$ cat config.mk
export PLATFORM = sky130hd
export DESIGN_NAME = cmp_arbiter
export DESIGN_NICKNAME = d
export VERILOG_FILES = /design/src/rtl/cmp_pkg.sv /design/src/rtl/comparator.sv /design/src/rtl/cmp_arbiter.sv
export SDC_FILE = /design/constraint.sdc
export NUM_CORES = 1
export LEC_CHECK = 0
export ABC_AREA = 1
export BUFFER_PORTS_ARGS = -buffer_cell sky130_fd_sc_hd__buf_2
export CAP_MARGIN = 20
export CELL_PAD_IN_SITES_DETAIL_PLACEMENT = 1
export CELL_PAD_IN_SITES_GLOBAL_PLACEMENT = 2
export CORE_AREA = 2 2 62 64
export CTS_CLUSTER_SIZE = 25
export DETAILED_ROUTE_END_ITERATION = 10
export DIE_AREA = 0 0 64 66
export PLACE_DENSITY = 0.91
export RECOVER_POWER = 50
export SYNTH_ARGS = -nofsm -noshare
export SYNTH_HDL_FRONTEND = slang
export SYNTH_SLANG_ARGS = --single-unit
$ cat constraint.sdc
create_clock -name clk -period 2.7 [get_ports clk]
set_input_delay 0.27 -clock clk [delete_from_list [all_inputs] [get_ports clk]]
set_output_delay 0.27 -clock clk [all_outputs]
set_load 0.02 [all_outputs]
$ cat src/rtl/cmp_pkg.sv
// Shared types and constants for the comparator arbiter and its clients.
package cmp_pkg;

    typedef enum logic [1:0] {
        IDLE = 2'd0,
        CMP  = 2'd1,
        RESP = 2'd2
    } state_t;

    localparam int CMP_W = 4;

    localparam logic [2:0] RES_EQ = 3'b001;
    localparam logic [2:0] RES_LT = 3'b010;
    localparam logic [2:0] RES_GT = 3'b100;

endpackage

$ cat src/rtl/comparator.sv
// Gate-level 4-bit unsigned magnitude comparator; bit 3 is the MSB.
module comparator (
    input  logic a0,
    input  logic a1,
    input  logic a2,
    input  logic a3,
    input  logic b0,
    input  logic b1,
    input  logic b2,
    input  logic b3,
    output logic AeqB,
    output logic AltB,
    output logic AgtB
);

    logic x0, x1, x2, x3;

    // x_i is high when bit i of both operands agrees.
    assign x0 = ~(a0 ^ b0);
    assign x1 = ~(a1 ^ b1);
    assign x2 = ~(a2 ^ b2);
    assign x3 = ~(a3 ^ b3);

    assign AeqB = x3 & x2 & x1 & x0;

    assign AgtB = (a3 & ~b3)
                | (x3 & a2 & ~b2)
                | (x3 & x2 & a1 & ~b1)
                | (x3 & x2 & x1 & a0 & ~b0);

    assign AltB = (~a3 & b3)
                | (x3 & ~a2 & b2)
                | (x3 & x2 & ~a1 & b1)
                | (x3 & x2 & x1 & ~a0 & b0);

endmodule

$ cat src/rtl/cmp_arbiter.sv
// Round-robin arbiter that shares one 4-bit comparator between two requesters,
// sequencing each operand pair through IDLE -> CMP -> RESP.
module cmp_arbiter
    import cmp_pkg::*;
#(
    parameter int W         = 4,
    parameter int PRIO_INIT = 0
) (
    input  logic         clk,
    input  logic         rst,
    input  logic         req0_valid,
    output logic         req0_ready,
    input  logic [W-1:0] req0_a,
    input  logic [W-1:0] req0_b,
    output logic         rsp0_valid,
    input  logic         rsp0_ready,
    output logic [2:0]   rsp0_res,
    input  logic         req1_valid,
    output logic         req1_ready,
    input  logic [W-1:0] req1_a,
    input  logic [W-1:0] req1_b,
    output logic         rsp1_valid,
    input  logic         rsp1_ready,
    output logic [2:0]   rsp1_res,
    output logic         busy
);

    if (W != CMP_W) begin : g_bad_width
        $error("cmp_arbiter: W must equal the comparator width");
    end
    if (PRIO_INIT != 0 && PRIO_INIT != 1) begin : g_bad_prio
        $error("cmp_arbiter: PRIO_INIT must be 0 or 1");
    end

    state_t       state;
    logic         owner;
    logic         rr_ptr;
    logic [W-1:0] a_q;
    logic [W-1:0] b_q;
    logic [2:0]   res_q;
    logic         eq, lt, gt;
    logic         grant;
    logic         req_any;
    logic         rsp_ack;

    // Both valid: the pointer decides; otherwise whichever one is asking.
    assign grant   = (req0_valid && req1_valid) ? rr_ptr : req1_valid;
    assign req_any = req0_valid || req1_valid;

    assign req0_ready = (state == IDLE) && req0_valid && !grant;
    assign req1_ready = (state == IDLE) && req1_valid &&  grant;

    assign rsp_ack = owner ? rsp1_ready : rsp0_ready;

    comparator u_comparator (
        .a0   (a_q[0]),
        .a1   (a_q[1]),
        .a2   (a_q[2]),
        .a3   (a_q[3]),
        .b0   (b_q[0]),
        .b1   (b_q[1]),
        .b2   (b_q[2]),
        .b3   (b_q[3]),
        .AeqB (eq),
        .AltB (lt),
        .AgtB (gt)
    );

    always_ff @(posedge clk) begin
        if (rst) begin
            state  <= IDLE;
            owner  <= 1'b0;
            rr_ptr <= PRIO_INIT[0];
            a_q    <= '0;
            b_q    <= '0;
            res_q  <= 3'b000;
        end else begin
            case (state)
                IDLE: begin
                    if (req_any) begin
                        a_q   <= grant ? req1_a : req0_a;
                        b_q   <= grant ? req1_b : req0_b;
                        owner <= grant;
                        state <= CMP;
                    end
                end
                CMP: begin
                    res_q <= {gt, lt, eq};
                    state <= RESP;
                end
                RESP: begin
                    // The pointer only advances once a result has been consumed.
                    if (rsp_ack) begin
                        rr_ptr <= ~owner;
                        state  <= IDLE;
                    end
                end
                default: state <= IDLE;
            endcase
        end
    end

    assign rsp0_valid = (state == RESP) && !owner;
    assign rsp1_valid = (state == RESP) &&  owner;
    assign rsp0_res   = rsp0_valid ? res_q : 3'b000;
    assign rsp1_res   = rsp1_valid ? res_q : 3'b000;
    assign busy       = (state != IDLE);

endmodule

Word level (Yosys, flattened, before mapping):

Cells that the tools add are included.

* register bits: 15
* output and inout port bits: 11

* equal/unequal tests: 4
* reductions and logical operators: 15
* multiplexer cells: 9
* bitwise gates (word level): 40

Operator list (number)
* $and A1 B1 Y1: 17
* $not A1 Y1: 13
* $mux W4: 2
* $logic_and A1 B1 Y1: 7
* $mux W3: 2
* $or A1 B1 Y1: 6
* $pmux W2 S3: 1
* $reduce_and A2 Y1: 3
* $mux W2: 2
* $ne A2 B2 Y1 const B: 2
* $xor A1 B1 Y1: 4
* $eq A2 B1 Y1 const B: 1
* $eq A2 B2 Y1 const B: 1
* $logic_not A1 Y1: 2
* $logic_not A2 Y1: 1
* $mux W1: 2
* $reduce_bool A2 Y1: 1
* $logic_or A1 B1 Y1: 1

Logic depth before layout (Yosys ltp):

* depth in word-level cells: 7
* depth in mapped cells: 7

Hierarchy:

Synthesis repeated with hierarchy kept, for this count alone.

* cell total of the unflattened synthesis: 173
* area total of the unflattened synthesis: 1018.5 µm²

By module, submodules not included
* cmp_arbiter: sequential area each 300.3 µm², instances 1, cells an instance 140, area each 834.6 µm²
* comparator: sequential area each 0.0 µm², instances 1, cells an instance 33, area each 183.9 µm²

Worst setup path before layout:

OpenSTA, ideal clock, no wires.

* path type: reg2out
* start: register rr_ptr
* end: output port req0_ready
* slack: 1405 ps
* buffers on the path: 1
* stages on the path, launching flop included: 5
* arrival time: 1025 ps
* cell sequence: dfxtp_1 inv_1 a21oi_1 buf_4 nor3_1

* word-level cells in the longest chain between the ends: 3

Ends and longest elaborated chain
* from (decl): RTL line cmp_arbiter.sv:37 `logic rr_ptr;`
* from (signal assigned): RTL line cmp_arbiter.sv:73 `rr_ptr <= PRIO_INIT[0];`
* from (signal assigned): RTL line cmp_arbiter.sv:94 `rr_ptr <= ~owner;`
* $mux W1: RTL line cmp_arbiter.sv:47 `assign grant = (req0_valid && req1_valid) ? rr_ptr : req1_valid;`
* $logic_not A1 Y1: RTL line cmp_arbiter.sv:50 `assign req0_ready = (state == IDLE) && req0_valid && !grant;`
* $logic_and A1 B1 Y1: RTL line cmp_arbiter.sv:50
* to (decl): RTL line cmp_arbiter.sv:12 `output logic req0_ready,`

Every way passes these cells.

Worst setup path in the final report:

* start: register state[0]
* end: output port req1_ready

* word-level cells in the longest chain between the ends: 3

Ends and longest elaborated chain
* from (decl): RTL line cmp_arbiter.sv:35 `state_t state;`
* from (signal assigned): RTL line cmp_arbiter.sv:71 `state <= IDLE;`
* from (signal assigned): RTL line cmp_arbiter.sv:84 `state <= CMP;`
* from (signal assigned): RTL line cmp_arbiter.sv:89 `state <= RESP;`
* $logic_not A2 Y1: RTL line cmp_arbiter.sv:51 `assign req1_ready = (state == IDLE) && req1_valid && grant;`
* $logic_and A1 B1 Y1 (2 in series): RTL line cmp_arbiter.sv:51
* to (decl): RTL line cmp_arbiter.sv:19 `output logic req1_ready,`

Every way passes these cells.

==> flow_metrics.tcl <==
set metrics [dict create \
    status "completed" \
    diodes 0 \
    clk_pin_slew_ps 90 \
    path_cells "clkinvlp_2 -> nand2_1 -> a21oi_4 -> nand2_4 -> inv_2 -> buf_2" \
    grt_max_degree 19 \
    num_vias 932 \
    tightestPinTransition_ps 522.6 \
    p_leak_nw 0.5602 \
    grt_pass1_wl_um 3712 \
    io_buffers 32 \
    dp_hpwl_um 1750 \
    cp_max_fo 18 \
    critical_path_required_ps 2430 \
    track_usage 0.1097 \
    cp.arrival_ps 1590 \
    synth-seq-area-share 0.3395 \
    postCtsSetupRepairBufs 0 \
    p_per_area_nw_per_um2 506.9 \
    drc 0 \
    maxCapViolCount 0 \
    num_rows 22 \
    setup_viol 0 \
    rsz0062_at_grt "false" \
    final_util 0.3115 \
    worstHoldStart "rst" \
    cp-start-kind "register" \
    avgSynthCellArea_um2 6.364 \
    critPathMaxStageDelay_ps 460 \
    period_needed_ps 1855 \
    htreeDepth 1 \
    worstSetupStartpoint "state[0]$_SDFFE_PP0P_" \
    vdd_drop_max_uv 125.3 \
    cp_top_family "compound AO/OA/AOI/OAI gates" \
    fin_crit_sh 0.6872 \
    cts_tree "done" \
    gp_congestion 0.7013 \
    critPathKind "register to output pin" \
    post_cts_resized 0 \
    cts-buffers-inserted 3 \
    clockRootBuffer "clkbuf_4" \
    cts.sinks 15 \
    end_kind "output pin" \
    antenna_found_initial 0 \
    critPathBufInv 3 \
    drt_iter0_drc 9 \
    setup_tns_ps 0 \
    core_area_um2 3551 \
    maxSlewViolCount 0 \
    syn_nets 163 \
    cp_slowest_cell "a21oi_4" \
    final_common_cell "buf_2" \
    wire_per_inst_um 9.520 \
    first_pass_iters 2 \
    postRouteAntennaNets 0 \
    hold_path.class "input port to register" \
    hold_viol 0 \
    syn_area_um2 884.6 \
    boundaryPins 33 \
    reg2reg_from "state[0]$_SDFFE_PP0P_" \
    first_global_vias 892 \
    die_x_um 64 \
    ff2ff_setup_slack_ps 1280 \
    gr-total-overflow 0 \
    hold_buffers 0 \
    routed_wl_um 2104 \
    mostFrequentLayoutCells "buf_2 (31), nand2_1 (30), nor2_1 (26)" \
    max_freq_mhz 539.0 \
    layout-drive-gt1-share 0.2543 \
    initial_core_util 0.2491 \
    via_per_inst 4.217 \
    synth.distinct_cells 22 \
    synthToLayoutAreaGrowth_pct 25.04 \
    fin_skew_ps 0.7508 \
    ys_seq_elements 15 \
    clk_path_buf_depth 2 \
    postSynthCellCount 139 \
    die_h_um 66 \
    yosys_warnings 0 \
    clock_latency_ps 280 \
    max_slew_margin 0.6508 \
    die_area_um2 4224 \
    layout.nets 198 \
]
==> registers in the layout, indices dropped and copies added, names as in the netlist <==
signal,count
owner,1
b_q,4
a_q,4
rr_ptr,1
res_q,3
state,2
==> cells in the mapped netlist <==
library cell | count | share of area
nand2_4 | 2 | 0.025
o21ai_1 | 9 | 0.051
nand3b_1 | 1 | 0.0085
a21oi_4 | 1 | 0.018
nand2_1 | 29 | 0.12
nand3_1 | 5 | 0.028
buf_4 | 1 | 0.0085
a21oi_2 | 2 | 0.020
and2_1 | 1 | 0.0071
nand2_2 | 1 | 0.0071
buf_6 | 1 | 0.013
ha_1 | 2 | 0.028
clkbuf_1 | 1 | 0.0042
a21oi_1 | 12 | 0.068
o21ai_0 | 3 | 0.017
dfxtp_1 | 15 | 0.34
a31oi_1 | 1 | 0.0071
inv_2 | 3 | 0.013
nor2_1 | 26 | 0.11
nor3_1 | 2 | 0.011
inv_1 | 20 | 0.085
inv_4 | 1 | 0.0071
==> cell families (layout without fill, tap and decap cells) <==
group / after synthesis / after routing / share of synthesized area
adders and majority gates: 2 / 2 / 0.02828
and+or+nand+nor: 67 / 67 / 0.3211
buffers and inverters: 27 / 61 / 0.1301
AOI/OAI and AO/OA: 28 / 28 / 0.1811
DFF: 15 / 15 / 0.3395
==> layer usage <==
layer,share of wire,GRT usage,routed length [µm]
met5,0,0,0
met4,0.013,0.04891,27
met3,0.029,0.01022,61
met1,0.49,0.1366,1030
met2,0.47,0.1914,985
==> power breakdown <==
part	internal (mW)	switching [mW]
combinational	0.0641	0.106
clock	0.0573	0.0700
sequential	0.246	0.0175
total	0.367	0.193
==> stage by stage <==
stage                     std cells  hold WS [ps]  instance area [µm²]  power (mW)  setup slack [ps]
after detailed placement        217         473.9                 1090      0.4458              1244
final                           221         179.8                 1106      0.5606             844.6
after global routing            221         177.2                 1106      0.6163             670.6
after CTS                       221         175.3                 1116      0.5760             928.1
after floorplan                 139         332.4                884.6      0.3978              1405
after global placement          217         477.1                 1090      0.4407              1255
==> final cells by class <==
class | count | area [µm²]
Sequential cell | 15 | 300.3
Multi-Input combinational cell | 97 | 461.7
Timing Repair Buffer | 33 | 166.4
Tap cell | 48 | 60.06
Inverter | 24 | 91.34
Fill cell | 473 | 2445
Clock buffer | 4 | 26.28
==> worst paths after layout <==
path	to	cells after the start
worst max-delay path	req1_ready	6
worst min-delay path	owner$_SDFFE_PP0P_	2
worst max register to register	b_q[0]$_SDFFE_PP0P_	6
worst min register to register	rr_ptr$_SDFFE_PP0P_	2
==> worst register-to-register path, stage by stage, from the launching register on <==
cell and delay, ps:
dfxtp_1 330, clkinvlp_2 100, nand2_1 140, a21oi_4 460, nand2_1 110, a21oi_1 140, nor2_1 60
Note: power is estimated with default switching activity, not from simulation.
